## config.mk

```make
export PLATFORM = sky130hd
export DESIGN_NAME = decode_stage
export DESIGN_NICKNAME = d
export VERILOG_FILES = /design/src/rtl/decode_stage.sv
export SDC_FILE = /design/constraint.sdc
export NUM_CORES = 1
export LEC_CHECK = 0
export ABC_AREA = 1
export BUFFER_PORTS_ARGS = -buffer_cell sky130_fd_sc_hd__buf_2
export CAP_MARGIN = 20
export CORE_ASPECT_RATIO = 0.6
export CORE_UTILIZATION = 57
export CTS_CLUSTER_DIAMETER = 80
export DETAILED_ROUTE_END_ITERATION = 10
export PLACE_DENSITY = 0.84
export SETUP_SLACK_MARGIN = 0.5
export SYNTH_ARGS = -nofsm -noshare
export SYNTH_HDL_FRONTEND = slang
export SYNTH_SLANG_ARGS = --single-unit
```

## constraint.sdc

```tcl
create_clock -name clk -period 6.4 [get_ports clk]
set_input_delay 0.32 -clock clk [delete_from_list [all_inputs] [get_ports clk]]
set_output_delay 0.32 -clock clk [all_outputs]
set_load 0.02 [all_outputs]
```

## src/rtl/decode_stage.sv

```systemverilog
// decode_stage: registered RV32I/RV32E decode with valid/ready, RAW/WAW scoreboard, flush.
// Optional DECODE_WB_BYPASS_EN lets a same-cycle writeback release a stall.
`ifndef ALU_A_SEL_RS1
`define ALU_A_SEL_RS1 1'b0
`define ALU_A_SEL_PC 1'b1
`define ALU_B_SEL_RS2 1'b0
`define ALU_B_SEL_IMM 1'b1
`define ALU_ADD 4'b0000
`endif

module decode_stage #(
  parameter int NUM_REGS   = 16,
  parameter int REG_ADDR_W = $clog2(NUM_REGS)
) (
  input  logic                  clk,
  input  logic                  rst,
  input  logic                  in_valid,
  output logic                  in_ready,
  input  logic [31:0]           in_instruction,
  input  logic [31:0]           in_pc,
  input  logic                  flush,
  input  logic                  wb_valid,
  input  logic [REG_ADDR_W-1:0] wb_rd,
  output logic                  out_valid,
  input  logic                  out_ready,
  output logic [31:0]           out_pc,
  output logic [31:0]           immediate,
  output logic [REG_ADDR_W-1:0] rd,
  output logic [REG_ADDR_W-1:0] rs1,
  output logic [REG_ADDR_W-1:0] rs2,
  output logic [3:0]            alu_operation,
  output logic                  alu_a_sel,
  output logic                  alu_b_sel,
  output logic                  regfile_we,
  output logic                  mem_read,
  output logic                  mem_write,
  output logic [2:0]            mem_funct3,
  output logic                  branch,
  output logic                  jump,
  output logic                  illegal
);

  logic [31:0] ins;
  logic [6:0]  opcode;
  logic [2:0]  f3;
  logic [6:0]  f7;
  logic [4:0]  f_rd, f_rs1, f_rs2;
  logic        f7_bad;

  assign ins    = in_instruction;
  assign opcode = ins[6:0];
  assign f3     = ins[14:12];
  assign f7     = ins[31:25];
  assign f_rd   = ins[11:7];
  assign f_rs1  = ins[19:15];
  assign f_rs2  = ins[24:20];
  assign f7_bad = (f7 != 7'b0000000) && (f7 != 7'b0100000);

  logic [31:0] imm_i, imm_s, imm_b, imm_u, imm_j;

  assign imm_i = {{20{ins[31]}}, ins[31:20]};
  assign imm_s = {{20{ins[31]}}, ins[31:25], ins[11:7]};
  assign imm_b = {{19{ins[31]}}, ins[31], ins[7],
                  ins[30:25], ins[11:8], 1'b0};
  assign imm_u = {ins[31:12], 12'b0};
  assign imm_j = {{11{ins[31]}}, ins[31], ins[19:12],
                  ins[20], ins[30:21], 1'b0};

  logic is_op, is_opi, is_lui, is_auipc, is_jal;
  logic is_jalr, is_br, is_ld, is_st, is_fence;

  assign is_op    = opcode == 7'b0110011;
  assign is_opi   = opcode == 7'b0010011;
  assign is_lui   = opcode == 7'b0110111;
  assign is_auipc = opcode == 7'b0010111;
  assign is_jal   = opcode == 7'b1101111;
  assign is_jalr  = opcode == 7'b1100111;
  assign is_br    = opcode == 7'b1100011;
  assign is_ld    = opcode == 7'b0000011;
  assign is_st    = opcode == 7'b0100011;
  assign is_fence = opcode == 7'b0001111;

  logic [31:0] d_imm;
  logic [3:0]  d_alu;
  logic        d_a, d_b, d_we, d_mr, d_mw, d_br, d_jp, bad;
  logic        use_rd, use_rs1, use_rs2;

  // SYSTEM and unknown opcodes both land in default as illegal
  always_comb begin
    d_imm   = '0;
    d_alu   = `ALU_ADD;
    d_a     = `ALU_A_SEL_RS1;
    d_b     = `ALU_B_SEL_RS2;
    d_we    = 1'b0;
    d_mr    = 1'b0;
    d_mw    = 1'b0;
    d_br    = 1'b0;
    d_jp    = 1'b0;
    bad     = 1'b0;
    use_rd  = 1'b0;
    use_rs1 = 1'b0;
    use_rs2 = 1'b0;
    unique case (1'b1)
      is_op: begin
        use_rd  = 1'b1;
        use_rs1 = 1'b1;
        use_rs2 = 1'b1;
        d_alu   = {f7[5], f3};
        d_we    = 1'b1;
        bad     = f7_bad;
      end
      is_opi: begin
        use_rd  = 1'b1;
        use_rs1 = 1'b1;
        d_imm   = imm_i;
        d_b     = `ALU_B_SEL_IMM;
        d_alu   = {(f3 == 3'b101) & f7[5], f3};
        d_we    = 1'b1;
        bad     = ((f3 == 3'b001) && (f7 != 7'b0))
               || ((f3 == 3'b101) && f7_bad);
      end
      is_lui: begin
        use_rd = 1'b1;
        d_imm  = imm_u;
        d_b    = `ALU_B_SEL_IMM;
        d_we   = 1'b1;
      end
      is_auipc: begin
        use_rd = 1'b1;
        d_imm  = imm_u;
        d_a    = `ALU_A_SEL_PC;
        d_b    = `ALU_B_SEL_IMM;
        d_we   = 1'b1;
      end
      is_jal: begin
        use_rd = 1'b1;
        d_imm  = imm_j;
        d_a    = `ALU_A_SEL_PC;
        d_b    = `ALU_B_SEL_IMM;
        d_we   = 1'b1;
        d_jp   = 1'b1;
      end
      is_jalr: begin
        use_rd  = 1'b1;
        use_rs1 = 1'b1;
        d_imm   = imm_i;
        d_b     = `ALU_B_SEL_IMM;
        d_we    = 1'b1;
        d_jp    = 1'b1;
      end
      is_br: begin
        use_rs1 = 1'b1;
        use_rs2 = 1'b1;
        d_imm   = imm_b;
        d_alu   = {1'b0, f3};
        d_br    = 1'b1;
        bad     = f3[2:1] == 2'b01;
      end
      is_ld: begin
        use_rd  = 1'b1;
        use_rs1 = 1'b1;
        d_imm   = imm_i;
        d_b     = `ALU_B_SEL_IMM;
        d_we    = 1'b1;
        d_mr    = 1'b1;
        bad     = (f3 == 3'b011) || (f3[2:1] == 2'b11);
      end
      is_st: begin
        use_rs1 = 1'b1;
        use_rs2 = 1'b1;
        d_imm   = imm_s;
        d_b     = `ALU_B_SEL_IMM;
        d_mw    = 1'b1;
        bad     = f3[2] || (f3 == 3'b011);
      end
      is_fence: begin
      end
      default: bad = 1'b1;
    endcase
  end

  logic oob_rd, oob_rs1, oob_rs2, d_ill, we_fin;
  logic [REG_ADDR_W-1:0] i_rd, i_rs1, i_rs2;

  assign oob_rd  = use_rd  && ({1'b0, f_rd}  >= 6'(NUM_REGS));
  assign oob_rs1 = use_rs1 && ({1'b0, f_rs1} >= 6'(NUM_REGS));
  assign oob_rs2 = use_rs2 && ({1'b0, f_rs2} >= 6'(NUM_REGS));
  assign d_ill   = bad | oob_rd | oob_rs1 | oob_rs2;
  assign we_fin  = d_we & ~d_ill & (f_rd != 5'd0);

  assign i_rd  = use_rd  ? f_rd[REG_ADDR_W-1:0]  : '0;
  assign i_rs1 = use_rs1 ? f_rs1[REG_ADDR_W-1:0] : '0;
  assign i_rs2 = use_rs2 ? f_rs2[REG_ADDR_W-1:0] : '0;

  logic [NUM_REGS-1:0] busy, busy_n, hold_mask, wb_mask, eff;
  logic stall, fire_in, fire_out;

  always_comb begin
    hold_mask = '0;
    wb_mask   = '0;
    if (out_valid && regfile_we) hold_mask[rd] = 1'b1;
    if (wb_valid) wb_mask[wb_rd] = 1'b1;
  end

`ifdef DECODE_WB_BYPASS_EN
  assign eff = (busy & ~wb_mask) | hold_mask;
`else
  assign eff = busy | hold_mask;
`endif

  // out-of-range fields are illegal anyway; never let them alias a stall
  assign stall = (use_rs1 & ~oob_rs1 & eff[i_rs1])
               | (use_rs2 & ~oob_rs2 & eff[i_rs2])
               | (we_fin & eff[i_rd]);

  assign in_ready = ~rst & ~flush & ~stall & (~out_valid | out_ready);
  assign fire_in  = in_valid & in_ready;
  assign fire_out = out_valid & out_ready;

  always_comb begin
    busy_n = busy & ~wb_mask;
    if (fire_out && !flush) busy_n = busy_n | hold_mask;
    busy_n[0] = 1'b0;
  end

  always_ff @(posedge clk) begin
    if (rst) begin
      busy          <= '0;
      out_valid     <= 1'b0;
      out_pc        <= '0;
      immediate     <= '0;
      rd            <= '0;
      rs1           <= '0;
      rs2           <= '0;
      alu_operation <= '0;
      alu_a_sel     <= 1'b0;
      alu_b_sel     <= 1'b0;
      regfile_we    <= 1'b0;
      mem_read      <= 1'b0;
      mem_write     <= 1'b0;
      mem_funct3    <= '0;
      branch        <= 1'b0;
      jump          <= 1'b0;
      illegal       <= 1'b0;
    end else begin
      busy <= busy_n;
      if (flush) begin
        out_valid <= 1'b0;
      end else if (fire_in) begin
        out_valid     <= 1'b1;
        out_pc        <= in_pc;
        immediate     <= d_imm;
        rd            <= i_rd;
        rs1           <= i_rs1;
        rs2           <= i_rs2;
        alu_operation <= d_alu;
        alu_a_sel     <= d_a;
        alu_b_sel     <= d_b;
        regfile_we    <= we_fin;
        mem_read      <= d_mr & ~d_ill;
        mem_write     <= d_mw & ~d_ill;
        mem_funct3    <= (is_ld | is_st) ? f3 : 3'b000;
        branch        <= d_br;
        jump          <= d_jp;
        illegal       <= d_ill;
      end else if (fire_out) begin
        out_valid <= 1'b0;
      end
    end
  end

endmodule

```

==> flow_metrics.py <==
metrics = {
    "global_routing": {
        "grt_use_total_pct": 32.1,
        "antenna_found_initial": 0,
        "grt_pass1_wl_um": 28100,
        "grt-ovfl-total": 0,
        "grt_pass1_vias": 5625,
        "grt_start_max_net_pins": 95,
    },
    "worst_setup_path": {
        "cp-end-kind": "flop",
        "crit_family": "simple AND/OR/NAND/NOR gates",
        "worstPathArrival_ns": 3.80,
        "crit_buf_inv": 4,
        "worstPathCellList": "buf_2 -> inv_2 -> nand2_1 -> nor2_2 -> nand2_1 -> nand2_1 -> nand2_1 -> nand2_1 -> nand3_1 -> nand3_1 -> nand3b_1 -> nand3_1 -> nand2_1 -> nor2_4 -> buf_4 -> nand3_4 -> buf_12 -> nor2_1 -> nor2_1",
        "critPathLaunchType": "input pin",
        "critical_path_class": "in -> reg",
        "slowest_stage": "nand3_4",
        "cp.required_ns": 6.65,
        "cp_slowest_stage_delay_ns": 0.54,
        "cpMostUsedCell": "nand2_1",
        "worstPathMaxFanout": 94,
    },
    "yosys": {
        "synth_nets": 1115,
        "ys_seq_area_share_pct": 34.9,
        "synth_ff_type": "dfxtp_1",
        "syn_area_um2": 6140,
        "ys_ff_latch": 107,
        "synth_edf_count": 0,
        "synth_top_cell_area_share_pct": 34.9,
        "syn_area_per_cell_um2": 5.90,
        "yosys-top-cells-area": "dfxtp_1 (35%), nand2_1 (18%), inv_1 (11%)",
        "synth.distinct_cells": 33,
        "syn_inst": 1041,
        "async_flop_share_pct": 0,
        "synth_top_area_cell": "dfxtp_1",
        "yosysWarnings": 0,
    },
    "hold_path": {
        "min_path_type": "in -> reg",
    },
    "sta": {
        "fmaxAchievable_ghz": 0.281,
        "finalSetupViolCount": 0,
        "min_period_ns": 3.55,
        "maxSlewHeadroom_pct": 27.7,
        "hold_viol_final": 0,
        "setup_tns_ns": 0,
        "tightestPinTransition_ns": 1.08,
        "fin_crit_sh_pct": 55.5,
        "rsz0062_at_grt": "false",
        "finalClockSkew_ns": 0.0106,
        "whs_ns": 0.185,
        "slew_violations": 0,
    },
    "place": {
        "place_congestion": 1.04,
        "dpl.hpwl_um": 13200,
        "portBuffers": 166,
    },
    "cts": {
        "ctsLongestPathBuffers": 2,
        "postCtsSetupRepairBufs": 0,
        "holdBufCountCts": 0,
        "insertion_delay_ns": 0.35,
        "cts_tree": "done",
        "cts_buffers": 9,
        "clk_pin_slew_worst_paths_ns": 0.08,
        "ctsResizeCount": 0,
        "cts.sinks": 107,
        "htree_levels": 3,
        "cts_root_buf": "clkbuf_16",
    },
    "routing": {
        "routed_wl_um": 17700,
        "wl_per_cell_um": 13.4,
        "drt_iter0_drc": 576,
        "wl_met3_um": 2180,
        "route.detailed.drc": 0,
        "vias": 6728,
        "ant_nets": 0,
        "dr.pass1.iters": 5,
        "via_per_inst": 5.11,
        "wl_met1_um": 8630,
        "highest_layer": "met5",
        "route.met2.wl_um": 6610,
    },
    "floorplan": {
        "die_y_um": 82.4,
        "die-width_um": 136,
        "row_count": 28,
        "design.core.area_um2": 10200,
        "fp.dieArea_um2": 11200,
        "io_pins": 167,
        "initial_core_util_pct": 60.5,
    },
    "pwr": {
        "p_sw_uw": 450,
        "p_int_uw": 1050,
        "powerDensity_nw_per_um2": 206,
        "p_clk_share_pct": 36.2,
        "pwr-share-comb_pct": 16.4,
        "netSwitchingFraction_pct": 30.1,
        "p_leak_uw": 0.00407,
        "power.total_uw": 1500,
        "vdd_ir_drop_max_v": 0.000142,
        "p_seq_share_pct": 47.4,
    },
    "layout": {
        "drive_above_1_share_pct": 18.2,
        "fillCellCount": 921,
        "synthToLayoutAreaGrowth_pct": 18.2,
        "fin_nets": 1250,
        "diodes": 0,
    },
    "job": {
        "cap_violations": 0,
    },
    "status": {
        "outcome": "complete, no violations",
    },
}
[registers in the layout, indices dropped and copies added, names as in the netlist, 3 cells and up]
| register | count |
|---|---|
| mem_funct3 | 3 |
| out_pc | 32 |
| alu_operation | 4 |
| busy | 15 |
| rs2 | 4 |
| rd | 4 |
| immediate | 32 |
| rs1 | 4 |
[final cells by class]
type | instances | area [um2] | area share (%)
clock buffer | 10 | 229 | 3.15
inverter | 194 | 728 | 10.0
multi-input combinational | 694 | 3060 | 42.2
tap | 135 | 169 | 2.33
clock inverter | 6 | 56.3 | 0.776
sequential | 107 | 2140 | 29.5
timing repair buffer | 170 | 873 | 12.0
[cell usage after synthesis (3+ instances only)]
cell type and count:
nor3_2 3, a211oi_1 8, nand3_1 81, nor2_2 4, buf_6 3, buf_4 5, nand4_1 43, clkbuf_1 25
nand2_1 292, buf_1 4, a22oi_1 4, o21ai_0 14, nor2_1 181, nor3_1 4, o31ai_1 5, a21oi_1 32
nand3_2 3, buf_2 9, nand2_2 7, inv_2 10, inv_1 184, dfxtp_1 107
[cells by family after synthesis]
family	count (synthesis)	share of synthesized area [%]
and+or+nand+nor	623	42.9
buffers and inverters	240	15.5
DFF	107	34.9
AOI/OAI and AO/OA	71	6.68
[layer usage]
metal / track usage [%] / vias to the layer above
met5: 5.09 / -
met4: 5.56 / 2
met3: 10.1 / 19
met2: 43.0 / 369
met1: 48.6 / 2883
li1: - / 3455
[worst min-delay path, delay by kind of cell]
family | cells | cell delay (ns)
buf+inv | 1 | 0.07
simple gates | 2 | 0.11
[placed cells by master, fill, tap and decap left out, types with 3 or more instances in the layout]
master | netlist | final
nand3_1 | 81 | 81
a211oi_1 | 8 | 8
nor2_1 | 181 | 181
nor3_1 | 4 | 4
clkbuf_16 | 0 | 9
nor2_2 | 4 | 4
inv_1 | 184 | 184
buf_4 | 5 | 3
o31ai_1 | 5 | 5
nand2_1 | 292 | 292
nand2_2 | 7 | 7
a21oi_1 | 32 | 32
a22oi_1 | 4 | 4
nand4_1 | 43 | 43
nor3_2 | 3 | 3
o21ai_0 | 14 | 14
buf_2 | 9 | 166
dfxtp_1 | 107 | 107
inv_2 | 10 | 10
[power groups by stage]
| stage | clock, uW | sequential (uW) | combinational (uW) |
|---|---|---|---|
| 2_1_floorplan | 0 | 761 | 120 |
| 3_3_place_gp | 0 | 725 | 240 |
| 3_5_place_dp | 0 | 725 | 242 |
| 4_1_cts | 547 | 709 | 244 |
| 5_1_grt | 577 | 713 | 276 |
| 6_report | 542 | 710 | 246 |
[path summary, 6_finish.rpt]
check,start,endpoint,slack (ns),cells past startpoint
min reg2reg,busy[12],busy[12],0.47,2
max reg2reg,rd[2],rd[2],2.91,17
min,in_pc[20],out_pc[20],0.18,3
max,in_instruction[3],rd[1],2.85,19
[stage by stage]
step           area [um2]  setup slack [ns]  utilization (%)  std cells
2_1_floorplan        6140              4.00                -       1041
3_3_place_gp         6970              2.57             68.6       1300
3_5_place_dp         6970              2.57             68.6       1300
4_1_cts              7250              2.93             71.4       1316
5_1_grt              7260              2.47             71.4       1316
6_report             7260              2.85             71.4       1316
Note: power is estimated with default switching activity, not from simulation.
